File: config.mk
export PLATFORM = sky130hd
export DESIGN_NAME = cache_miss_ctrl
export DESIGN_NICKNAME = d
export VERILOG_FILES = /design/src/rtl/cache_miss_ctrl.sv
export SDC_FILE = /design/constraint.sdc
export NUM_CORES = 1
export LEC_CHECK = 0
export CAP_MARGIN = 20
export CORE_MARGIN = 2
export CORE_UTILIZATION = 45
export CTS_CLUSTER_SIZE = 8
export DETAILED_ROUTE_END_ITERATION = 12
export HOLD_SLACK_MARGIN = 0.02
export PLACE_DENSITY = 0.85
export SLEW_MARGIN = 20
export SYNTH_ARGS = -nofsm -noshare
export SYNTH_HDL_FRONTEND = slang
export SYNTH_SLANG_ARGS = --single-unit
export TNS_END_PERCENT = 5
File: constraint.sdc
create_clock -name clk -period 2.29 [get_ports clk]
set_input_delay 0.5725 -clock clk [delete_from_list [all_inputs] [get_ports clk]]
set_output_delay 0.5725 -clock clk [all_outputs]
set_load 0.01 [all_outputs]
File: src/rtl/cache_miss_ctrl.sv
// Miss sequencer for the data cache: optional dirty write-back, block refill, one-cycle line fill.
// Also keeps saturating miss and write-back counters.
module cache_miss_ctrl #(
   parameter int unsigned DATA_WIDTH  = 32,
   parameter int unsigned BLOCK_WIDTH = 128,
   parameter int unsigned CNT_WIDTH   = 16
) (
   input  logic                  clk,
   input  logic                  rst,
   input  logic                  req_valid,
   input  logic [DATA_WIDTH-1:0] req_addr,
   input  logic                  hit,
   input  logic                  victim_dirty,
   input  logic [DATA_WIDTH-1:0] victim_addr,
   input  logic                  mem_ready,
   output logic                  stall,
   output logic                  mem_req,
   output logic                  mem_we,
   output logic [DATA_WIDTH-1:0] mem_addr,
   output logic                  fill_en,
   output logic                  busy,
   output logic [CNT_WIDTH-1:0]  miss_count,
   output logic [CNT_WIDTH-1:0]  wb_count
);

   localparam int unsigned OFFSET_WIDTH = $clog2(BLOCK_WIDTH / 8);
   localparam logic [CNT_WIDTH-1:0] CntOne = 1;

   typedef enum logic [1:0] {StIdle, StWriteback, StRefill, StFill} state_e;

   state_e                state_q, state_d;
   logic [DATA_WIDTH-1:0] miss_addr_q, wb_addr_q;
   logic [CNT_WIDTH-1:0]  miss_count_q, wb_count_q;
   logic                  miss_det;

   assign miss_det = (state_q == StIdle) & req_valid & ~hit;

   always_ff @(posedge clk) begin
      if (rst) begin
         state_q      <= StIdle;
         miss_addr_q  <= '0;
         wb_addr_q    <= '0;
         miss_count_q <= '0;
         wb_count_q   <= '0;
      end else begin
         state_q <= state_d;
         if (miss_det) begin
            miss_addr_q <= {req_addr[DATA_WIDTH-1:OFFSET_WIDTH], {OFFSET_WIDTH{1'b0}}};
            wb_addr_q   <= victim_addr;
            if (miss_count_q != '1) miss_count_q <= miss_count_q + CntOne;
            // Write-back is counted when it is entered, i.e. on a dirty miss.
            if (victim_dirty && (wb_count_q != '1)) wb_count_q <= wb_count_q + CntOne;
         end
      end
   end

   always_comb begin
      state_d = state_q;
      unique case (state_q)
         StIdle: begin
            if (miss_det) state_d = victim_dirty ? StWriteback : StRefill;
         end
         StWriteback: begin
            if (mem_ready) state_d = StRefill;
         end
         StRefill: begin
            if (mem_ready) state_d = StFill;
         end
         StFill: state_d = StIdle;
         default: state_d = StIdle;
      endcase
   end

   always_comb begin
      // The miss cycle itself stalls; masked during reset so outputs stay quiet.
      stall    = miss_det & ~rst;
      mem_req  = 1'b0;
      mem_we   = 1'b0;
      mem_addr = '0;
      fill_en  = 1'b0;
      unique case (state_q)
         StIdle: ;
         StWriteback: begin
            stall    = 1'b1;
            mem_req  = 1'b1;
            mem_we   = 1'b1;
            mem_addr = wb_addr_q;
         end
         StRefill: begin
            stall    = 1'b1;
            mem_req  = 1'b1;
            mem_addr = miss_addr_q;
         end
         StFill: begin
            stall   = 1'b1;
            fill_en = 1'b1;
         end
         default: ;
      endcase
   end

   assign busy       = (state_q != StIdle);
   assign miss_count = miss_count_q;
   assign wb_count   = wb_count_q;

endmodule

==> summary.md <==
## Run status
• complete, no violations — result of the run

## STA
• 0.0321 ns — final critical-path setup slack
• 34.4% — headroom to the max-slew limit
• 0.0147 ns — worst-case clock skew
• 0 — max-slew violation count
• 2.26 ns — time the worst path needs with I/O delays and setup
• 443 MHz — Max Fclk
• 0.984 ns — Worst Tran Pin Value
• 0 — Fin. Hold Viols
• 0.456 ns — smallest hold slack
• true — setup repair after global routing missed its margin
• 98.6% — period utilisation layout
• 0 — number of failing setup endpoints in the final timing report

## Power
• 738 mW/mm^2 — areal power density over the cells
• 0.00208 uW — reported leakage power
• 523 uV — Max IR drop VDD

## Worst setup path
• 0.21 ns — register-to-register setup slack
• 1.69 ns — data arrival at the endpoint of the critical path
• 3 — CP Max Fanout
• in2out — critical path class
• input pin — nature of the critical path startpoint
• req_valid — worst setup path startpoint
• buffers and inverters — gate family responsible for the most delay along the worst path
• stall — CP Capture Point
• wb_count[13] — endpoint of the worst register-to-register path
• state_q[1] — Crit Reg-Reg Startpoint
• clkdlybuf4s50_1, nand3b_1, o21ai_1, dlygate4sd2_1 — crit-path cells
• clkdlybuf4s50_1 — Critical Path Slowest Stage Cell
• 2 — Bufs and invs on worst path
• 4 — instance count on the critical path
• 0.54 ns — max incr delay on CP
• output pin — endpoint kind of the worst setup timing path
• 6 — R2R cell count
• 1.72 ns — Critical Path RT

## Synthesis
• nand2_1 — dominant cell by count in the synthesized netlist
• 0 — YS warnings
• 43.4% — area fraction of the dominant cell type after synthesis
• 2.02% — share of synthesized cell area in full adder, half adder and majority cells
• 43.4% — sequential share of the synthesized area
• 7.85 um^2 — synthesized area divided by synthesized cell count
• 20.4% — area fraction in compound gates after synthesis
• 38 — number of distinct library cells after synthesis
• 629 — syn_nets
• 0.00433 mm^2 — Synth Cell Area
• 28.7% — Simple-Gate Fraction of Synth Area
• nand2_1, dfxtp_1, a21oi_1, clkbuf_1, nor2b_1 — cell types with the highest counts after synthesis
• 0% — Post-Synth XOR/XNOR Area
• 0% — proportion of register bits with asynchronous set or reset after synthesis
• dfxtp_1 — largest area contributor in the synthesized netlist
• 1.24% — share of cell area taken by muxes after synthesis
• 0 — number of flops mapped to enable cells by yosys
• simple AND/OR/NAND/NOR gates — main combinational cell family by area after synthesis
• 552 — gate count of the mapped netlist
• dfxtp_1, nand2_1, a21oi_1 — dominant cells by area after synthesis
• 94 — synthesized flop and latch total
• dfxtp_1 — top_reg_cell synth

## CTS
• done — clock tree from TritonCTS
• 94 — number of clock sinks
• 0.08 ns — clock edge transition at the registers on the reported setup and hold paths
• 0 — number of hold buffers added after cts
• 0.36 ns — clk_lat worst skew
• 9 — total clock buffers created by CTS
• 2 — clk buf depth
• 3 — number of H-tree branching levels
• clkbuf_8 — Clk Tree Root Cell

## Floorplan
• 139 — num ports
• 102 um — die boundary height
• 35 — total number of placement rows
• 102 um — horizontal die dimension
• 0.0104 mm^2 — full die area
• 0.00928 mm^2 — core area
• 46.7% — effective utilization at floorplan

## Placement
• -0.383 ns — pre-CTS setup slack
• 134 — input/output buffers
• 797 — Cells after DPL
• 8590 um — placed wire-length estimate after detailed placement
• 0.00591 mm^2 — cell area after placement
• 0.855 — global placer's final weighted congestion

## Drt
• 0 — DRC violation count after routing
• 5.60 — via density per instance
• 6 — DRT Pass-1 Iters
• 15.7 um — routed length per placed instance
• 0 — number of nets still failing antenna checks after routing
• 12700 um — final routed wirelength across all metal layers
• 244 — DRC marker count from the first detailed-route iteration
• 4561 — detailed-route via count

## Layout
• 814 — post-route non-filler standard cell count
• 40.3% — P&R area growth vs syn
• 757 — final-stage net count
• 65.5% — end-of-flow core utilization
• 0.00608 mm^2 — final instance area
• 0 — diode insertion count for antenna repair
• 13.6% — ratio of cells with drive above 1 in the final layout

## Global routing
• 98 — pin count of the biggest net entering global routing
• 20000 um — first-pass GRT wire length
• 23.9% — global router's overall resource usage
• 0 — antenna violations before repair
• 4277 — via count of the first global-routing pass
• 0 — grt total ovfl

## Flow run
• 0 — count of maximum capacitance violations

## Min path
• reg2reg — worst hold-check path type

## cell type report
cell class,count,area (um^2)
clock buffer,9,124
clock inverter,7,80.1
fill,815,3200
inverter,7,26.3
multi-input combinational,409,2340
sequential,94,1880
tap,129,161
timing repair buffer,159,1460
## registers in the layout (all words and copies together) (netlist names)
name and flops:
miss_addr_q 28, miss_count 16, state_q 2, wb_addr_q 32
wb_count 16
## per-stage QoR
step                      TNS [ns]  total power (uW)
after floorplan                  0              2600
after global placement       -4.74              3190
after detailed placement     -5.85              3240
after CTS                        0              4500
after global routing       -0.0501              4720
final                            0              4490
## kinds of logic after synthesis
logic type                 Yosys count
adders and majority gates            7
and+or+nand+nor                    248
AOI/OAI and AO/OA                  149
DFF                                 94
buffers and inverters               49
muxes                                5
## worst min path at each step
stage	from	endpoint	slack, ns	cells after the start
global route	wb_addr_q[1]	wb_addr_q[1]	0.48	2
global placement	wb_addr_q[3]	wb_addr_q[3]	0.44	2
detailed placement	wb_addr_q[2]	wb_addr_q[2]	0.44	2
CTS	wb_addr_q[2]	wb_addr_q[2]	0.46	2
finish	wb_addr_q[2]	wb_addr_q[2]	0.46	2
floorplan	wb_addr_q[0]	wb_addr_q[0]	0.43	2
## where the power goes
group / leakage, uW / total (uW) / internal, uW / switching, uW
Clock: 0.000102 / 1140 / 521 / 615
Combinational: 0.00121 / 1520 / 737 / 778
Sequential: 0.000764 / 1840 / 1760 / 75.4
## worst register-to-register path, cell delays in order (launching register included)
cell and delay, ns:
dfxtp_2 0.34, inv_2 0.10, ha_4 0.17, nand4b_2 0.15, or4_4 0.57, or4_1 0.52
a21oi_1 0.15
## repair_timing
| action | in CTS | in global routing |
|---|---|---|
| resized for setup | 65 | 52 |
| setup buffers | 0 | 0 |
| cloned | 1 | 0 |
| setup endpoints to repair | 37 | 34 |
| pin swaps | 0 | 0 |
## metal layers
metal	track usage (%)	wire length, um
met1	29.3	5280
met5	0	0
met4	8.10	234
met3	3.69	638
met2	42.5	6590
## layout by cell type (no fill, tap or decap), types with 5 or more instances in the layout
cell / netlist / routed
a21oi_1: 86 / 86
a22oi_1: 28 / 23
a22oi_2: 0 / 5
and3_1: 7 / 7
and4_1: 5 / 5
buf_4: 0 / 20
clkbuf_2: 0 / 23
clkbuf_8: 0 / 9
clkdlybuf4s50_1: 0 / 98
dfxtp_1: 94 / 92
inv_1: 7 / 5
nand2_1: 129 / 129
nand3_1: 14 / 14
nand4_1: 9 / 9
nor2_1: 11 / 11
nor2b_1: 31 / 29
o21ai_0: 8 / 7
o31ai_1: 17 / 16
or3_1: 10 / 8
or4_1: 15 / 15
Note: power is estimated with default switching activity, not from simulation.
